### src/rtl/piano_mode_controller.sv
// Piano mode controller: arbitrates free play, auto playback and learn mode
// for NUM_KEYS keys. A mode change mutes the outputs for a fixed window before
// the new mode takes over. Learn mode scores key presses against the note
// expected by the song sequencer.
module piano_mode_controller #(
   parameter int NUM_KEYS = 7,
   parameter int NOTE_W   = 4,
   parameter int SCORE_W  = 8,
   parameter int MUTE_CYC = 16
) (
   input  logic                clk,
   input  logic                rst_n,
   input  logic [NUM_KEYS-1:0] keys,
   input  logic [2:0]          mode,
   input  logic [NOTE_W-1:0]   auto_note,
   input  logic [NUM_KEYS-1:0] auto_led,
   output logic                auto_restart,
   input  logic [NOTE_W-1:0]   learn_note,
   output logic                learn_advance,
   output logic [NOTE_W-1:0]   note_out,
   output logic [NUM_KEYS-1:0] led_out,
   output logic [SCORE_W-1:0]  score,
   output logic [SCORE_W-1:0]  miss_cnt
);

   localparam int CNT_W = $clog2(MUTE_CYC + 1);

   typedef enum logic [2:0] {T_MUTE, T_FREE, T_AUTO, T_LEARN, T_BAD} top_t;
   typedef enum logic [2:0] {L_SHOW, L_REL_OK, L_REL_BAD, L_SYNC, L_DONE} learn_t;

   // Note code of the lowest pressed key (key i -> i+1), 0 when none pressed.
   function automatic logic [NOTE_W-1:0] lowest_idx(input logic [NUM_KEYS-1:0] k);
      logic [NOTE_W-1:0] idx;
      idx = {NOTE_W{1'b0}};
      for (int i = NUM_KEYS - 1; i >= 0; i--) begin
         idx = k[i] ? NOTE_W'(i + 1) : idx;
      end
      return idx;
   endfunction

   // One-hot LED pattern for a note code; all zero for code 0.
   function automatic logic [NUM_KEYS-1:0] note_led(input logic [NOTE_W-1:0] n);
      logic [NUM_KEYS-1:0] led;
      for (int i = 0; i < NUM_KEYS; i++) begin
         led[i] = (n == NOTE_W'(i + 1));
      end
      return led;
   endfunction

   // Counter increment that sticks at all-ones.
   function automatic logic [SCORE_W-1:0] sat_inc(input logic [SCORE_W-1:0] v);
      return (v == {SCORE_W{1'b1}}) ? v : v + SCORE_W'(1);
   endfunction

   top_t                r_top;
   learn_t              r_lst;
   logic [CNT_W-1:0]    r_cnt;
   logic [NUM_KEYS-1:0] r_key_q;
   logic [2:0]          r_mode_q;
   logic [NOTE_W-1:0]   r_note;
   logic [NUM_KEYS-1:0] r_led;
   logic                r_restart;
   logic                r_adv;
   logic [SCORE_W-1:0]  r_score;
   logic [SCORE_W-1:0]  r_miss;

   top_t                w_top_nxt;
   learn_t              w_lst_nxt;
   logic [CNT_W-1:0]    w_cnt_nxt;
   logic [NOTE_W-1:0]   w_note_nxt;
   logic [NUM_KEYS-1:0] w_led_nxt;
   logic                w_restart_nxt;
   logic                w_adv_nxt;
   logic [SCORE_W-1:0]  w_score_nxt;
   logic [SCORE_W-1:0]  w_miss_nxt;
   logic [NOTE_W-1:0]   w_pidx;
   logic [NOTE_W-1:0]   w_ln;
   logic [NUM_KEYS-1:0] w_exp_led;

   // Pressed-key index and sanitised expected note (out-of-range means song over).
   always_comb begin
      w_pidx    = lowest_idx(r_key_q);
      w_ln      = (learn_note > NOTE_W'(NUM_KEYS)) ? {NOTE_W{1'b0}} : learn_note;
      w_exp_led = note_led(w_ln);
   end

   // Next-state and next-output logic for the mode FSM and the learn sub-FSM.
   always_comb begin
      w_top_nxt     = r_top;
      w_lst_nxt     = r_lst;
      w_cnt_nxt     = r_cnt;
      w_note_nxt    = r_note;
      w_led_nxt     = r_led;
      w_restart_nxt = 1'b0;
      w_adv_nxt     = 1'b0;
      w_score_nxt   = r_score;
      w_miss_nxt    = r_miss;
      if (mode != r_mode_q) begin
         // A mode change wins over everything, including a pending release.
         w_top_nxt  = T_MUTE;
         w_cnt_nxt  = CNT_W'(MUTE_CYC);
         w_note_nxt = {NOTE_W{1'b0}};
         w_led_nxt  = {NUM_KEYS{1'b0}};
      end else begin
         case (r_top)
            T_MUTE: begin
               w_note_nxt = {NOTE_W{1'b0}};
               w_led_nxt  = {NUM_KEYS{1'b0}};
               if (r_cnt == {CNT_W{1'b0}}) begin
                  case (r_mode_q)
                     3'b100: w_top_nxt = T_FREE;
                     3'b010: begin
                        w_top_nxt     = T_AUTO;
                        w_restart_nxt = 1'b1;
                     end
                     3'b001: begin
                        w_top_nxt   = T_LEARN;
                        w_lst_nxt   = L_SHOW;
                        w_score_nxt = {SCORE_W{1'b0}};
                        w_miss_nxt  = {SCORE_W{1'b0}};
                     end
                     default: w_top_nxt = T_BAD;
                  endcase
               end else begin
                  w_cnt_nxt = r_cnt - CNT_W'(1);
               end
            end
            T_FREE: begin
               w_note_nxt = w_pidx;
               w_led_nxt  = r_key_q;
            end
            T_AUTO: begin
               w_note_nxt = auto_note;
               w_led_nxt  = auto_led;
            end
            T_BAD: begin
               // The counter free-runs here; its LSB drives the blink.
               w_note_nxt = {NOTE_W{1'b0}};
               w_led_nxt  = {NUM_KEYS{r_cnt[0]}};
               w_cnt_nxt  = r_cnt - CNT_W'(1);
            end
            T_LEARN: begin
               case (r_lst)
                  L_SHOW: begin
                     w_note_nxt = {NOTE_W{1'b0}};
                     if (w_ln == {NOTE_W{1'b0}}) begin
                        w_led_nxt = {NUM_KEYS{1'b1}};
                        w_lst_nxt = L_DONE;
                     end else begin
                        w_led_nxt = w_exp_led;
                        if (w_pidx == {NOTE_W{1'b0}}) begin
                           w_lst_nxt = L_SHOW;
                        end else if (w_pidx == w_ln) begin
                           w_score_nxt = sat_inc(r_score);
                           w_note_nxt  = w_pidx;
                           w_lst_nxt   = L_REL_OK;
                        end else begin
                           w_miss_nxt = sat_inc(r_miss);
                           w_note_nxt = w_pidx;
                           w_lst_nxt  = L_REL_BAD;
                        end
                     end
                  end
                  L_REL_OK: begin
                     if (r_key_q == {NUM_KEYS{1'b0}}) begin
                        w_note_nxt = {NOTE_W{1'b0}};
                        w_adv_nxt  = 1'b1;
                        w_lst_nxt  = L_SYNC;
                     end else begin
                        w_lst_nxt = L_REL_OK;
                     end
                  end
                  L_REL_BAD: begin
                     if (r_key_q == {NUM_KEYS{1'b0}}) begin
                        w_note_nxt = {NOTE_W{1'b0}};
                        w_lst_nxt  = L_SHOW;
                     end else begin
                        w_lst_nxt = L_REL_BAD;
                     end
                  end
                  L_SYNC: begin
                     // Give the sequencer a cycle to present the next note.
                     w_note_nxt = {NOTE_W{1'b0}};
                     w_lst_nxt  = L_SHOW;
                  end
                  L_DONE: begin
                     w_note_nxt = {NOTE_W{1'b0}};
                     w_led_nxt  = {NUM_KEYS{1'b1}};
                  end
                  default: w_lst_nxt = L_SHOW;
               endcase
            end
            default: begin
               w_top_nxt  = T_MUTE;
               w_cnt_nxt  = CNT_W'(MUTE_CYC);
               w_note_nxt = {NOTE_W{1'b0}};
               w_led_nxt  = {NUM_KEYS{1'b0}};
            end
         endcase
      end
   end

   // State, input capture and output registers with synchronous reset.
   always_ff @(posedge clk) begin
      if (!rst_n) begin
         r_top     <= T_MUTE;
         r_lst     <= L_SHOW;
         r_cnt     <= CNT_W'(MUTE_CYC);
         r_key_q   <= {NUM_KEYS{1'b0}};
         r_mode_q  <= mode;
         r_note    <= {NOTE_W{1'b0}};
         r_led     <= {NUM_KEYS{1'b0}};
         r_restart <= 1'b0;
         r_adv     <= 1'b0;
         r_score   <= {SCORE_W{1'b0}};
         r_miss    <= {SCORE_W{1'b0}};
      end else begin
         r_top     <= w_top_nxt;
         r_lst     <= w_lst_nxt;
         r_cnt     <= w_cnt_nxt;
         r_key_q   <= keys;
         r_mode_q  <= mode;
         r_note    <= w_note_nxt;
         r_led     <= w_led_nxt;
         r_restart <= w_restart_nxt;
         r_adv     <= w_adv_nxt;
         r_score   <= w_score_nxt;
         r_miss    <= w_miss_nxt;
      end
   end

   assign auto_restart  = r_restart;
   assign learn_advance = r_adv;
   assign note_out      = r_note;
   assign led_out       = r_led;
   assign score         = r_score;
   assign miss_cnt      = r_miss;

endmodule

### config.mk
export PLATFORM = sky130hd
export DESIGN_NAME = piano_mode_controller
export DESIGN_NICKNAME = d
export VERILOG_FILES = /design/src/rtl/piano_mode_controller.sv
export SDC_FILE = /design/constraint.sdc
export NUM_CORES = 1
export LEC_CHECK = 0
export ABC_AREA = 1
export ABC_CLOCK_PERIOD_IN_PS = 2150
export CORE_MARGIN = 3
export CORE_UTILIZATION = 52
export CTS_CLUSTER_SIZE = 16
export DETAILED_ROUTE_END_ITERATION = 8
export PLACE_DENSITY = 0.86
export SYNTH_ARGS = -nofsm -noshare
export SYNTH_HDL_FRONTEND = slang
export SYNTH_SLANG_ARGS = --single-unit
export TNS_END_PERCENT = 50
### constraint.sdc
create_clock -name clk -period 2.15 [get_ports clk]
set_input_delay 0.43 -clock clk [delete_from_list [all_inputs] [get_ports clk]]
set_output_delay 0.43 -clock clk [all_outputs]
set_load 0.03 [all_outputs]
==> flow_summary.toml <==
[status]
outcome = "finished clean"

[clock_network]
root_buffer = "clkbuf_8"
clkTransAtPathRegs_ns = 0.10
cts_max_path_buffers = 2
cts_setup_buffers = 0
cts_tree = "done"
clock_latency_ns = 0.32
cts_htree_levels = 2
ctsHoldBuffers = 0
cts_sinks = 50
ctsResizeCount = 0
cts-buffers-inserted = 5

[routing]
wirelength_um = 7320
final_antenna_net_count = 0
drtPass1Iterations = 5
vias_per_cell = 5.37
drc = 0
num_vias = 3069
wl_per_cell_um = 12.8
drt_iter0_drc = 305

[setup_path]
crit_family = "simple AND/OR/NAND/NOR gates"
slowest_stage = "clkdlybuf4s50_1"
worst_ep_required_time_ns = 2.41
worst-setup-path-type = "in -> reg"
r2r_setup_slack_ns = 0.30
crit_path_start = "learn_note[3]"
critPathArrivalTime_ns = 2.17
cp_cell_sequence = "clkdlybuf4s50_1, inv_1, nand2_1, inv_1, nand2_1, nand2_1, nor2_1, nand3_2, nand2_4, nand2_4, nand2_1, nand2_1, nor2_1"
start_kind = "input port"
path_buf_inv = 3
cp-end-kind = "flip-flop"
crit_path_frequent_cell = "nand2_1"
cp_max_fo = 7
reg2reg_from = "r_cnt[0]"
slowest_delay_ns = 0.45

[synth]
yosys_warnings = 0
ys_types = 31
avgSynthCellArea_um2 = 6.62
ys_seq_elements = 50
synthesis.area_mm2 = 0.00288
syn_inst = 435
syn_nets = 466
synth.yosys.seq_area_share_pct = 34.8

[sta]
finalWorstSetupSlack_ns = 0.241
worst_pin_slew_ns = 0.344
finalMaxSlewViolations = 0
tns_ns = 0
period_share_pct = 88.8
fin_skew_ns = 0.00926
finalHoldViolations = 0
relSlewSlack_pct = 77.0
max_freq_mhz = 524
finalSetupViolations = 0
rsz0062_at_grt = "false"
fin_crit_ns = 1.91

[layout]
seq_area_mm2 = 0.00100
finish.utilization_pct = 69.6
multiInputGateArea_mm2 = 0.00158
drive_above_1_share_pct = 8.57
nFillCells = 443
mostFrequentLayoutCells = "nand2_1, inv_1, clkdlybuf4s50_1"
final_nets = 532
final_common_cell = "nand2_1"
antenna_cells = 0
syn_to_final_growth_pct = 26.6

[power]
p_total_uw = 1740
powerDensity_mw_per_mm2 = 477
leakagePower_uw = 0.00153
peakVddDrop_uv = 469

[global_route]
grt_pass1_wl_um = 12200
antenna_found_initial = 0
grt_max_degree = 19
grt_overflow = 0
grt_usage_pct = 23.5
grt_pass1_vias = 2917

[placed_design]
post-place-ws_ns = -0.0334
gp_congestion = 0.946
dpl.hpwl_um = 5550
io_buffers = 55

[floorplanning]
die_y_um = 80.4
start_util_pct = 55.0
die_w_um = 80.4
design.die.area_mm2 = 0.00647
fp-row-count = 26
ioPinCount = 56
core-area_mm2 = 0.00524

[hold_path]
hold_start = "note_out[1]"
min_path_type = "reg -> reg"

[run]
drv_cap = 0
==> Yosys cell counts (all sizes together) <==
library cell	count	share of area (%)
clkinv	1	0.13
mux2	1	0.39
clkbuf	3	0.39
nand4	7	1.5
ha	4	1.7
nand3b	3	0.78
xnor2	3	0.91
o2111ai	7	2.1
nor3	16	3.3
a21oi	36	6.3
nand2	127	18
o21bai	1	0.26
o21ai	20	3.9
inv	60	7.8
nand3	36	6.8
dfxtp	50	35
nor2	50	7.9
o311ai	1	0.30
or2	1	0.30
buf	5	2.0
a22o	1	0.30
nor4	2	0.43
==> cells by family (layout without fill, tap and decap cells) <==
group / count (synthesis) / in the layout / share of synthesized area (%)
buffers and inverters: 69 / 136 / 10.3
AOI/OAI and AO/OA: 66 / 66 / 13.1
muxes: 1 / 1 / 0.391
xor gates and xnor gates: 3 / 3 / 0.913
and+or+nand+nor: 242 / 242 / 38.8
DFF: 50 / 50 / 34.8
adders and majority gates: 4 / 4 / 1.74
==> per-layer routing <==
layer | up-vias | share of wire [%] | global-route usage, %
li1 | 1544 | - | -
met1 | 1382 | 42 | 28.5
met2 | 122 | 49 | 40.9
met3 | 21 | 6.9 | 4.82
met4 | 0 | 2.1 | 8.28
met5 | - | 0 | 0
==> metrics by stage <==
stage               area, um^2  hold slack [ns]  instances
CTS                       3650            0.472        572
detailed placement        3550            0.457        564
global route              3650            0.484        572
global placement          3550            0.451        564
finish                    3650            0.471        572
floorplan                 2880            0.452        435
==> registers in the layout (all words and copies together) (netlist names) <==
| register | count |
|---|---|
| score | 8 |
| note_out | 4 |
| r_lst | 3 |
| r_cnt | 5 |
| r_mode_q | 3 |
| r_key_q | 7 |
| learn_advance | 1 |
| r_top | 3 |
| miss_cnt | 8 |
| auto_restart | 1 |
| led_out | 7 |
==> cell type report <==
cell class / instances / share of cell area, %
flip-flops and latches: 50 / 27.5
inverters: 61 / 6.28
clock inverters: 3 / 0.686
well taps: 70 / 2.40
repair buffers: 67 / 17.9
clock buffers: 5 / 1.89
multi-input cells: 316 / 43.4
==> worst register-to-register path: cells and delay by family (launching register included) <==
family	cells	cell delay, ns
flops	1	0.33
fa+ha+maj	1	0.16
simple gates	11	1.16
buf+inv	1	0.12
==> worst paths after layout <==
path,to,depth (start not counted)
setup / recovery,miss_cnt[5],13
hold / removal,note_out[1],2
setup reg to reg,miss_cnt[5],13
hold reg to reg,note_out[1],2
==> power by group <==
part	leakage, uW	switching [uW]	internal [uW]
clock	0.0000447	348	236
sequential	0.000406	8.77	939
combinational	0.00108	118	91.2
total	0.00153	474	1270
(Power assumes the default switching activity.)
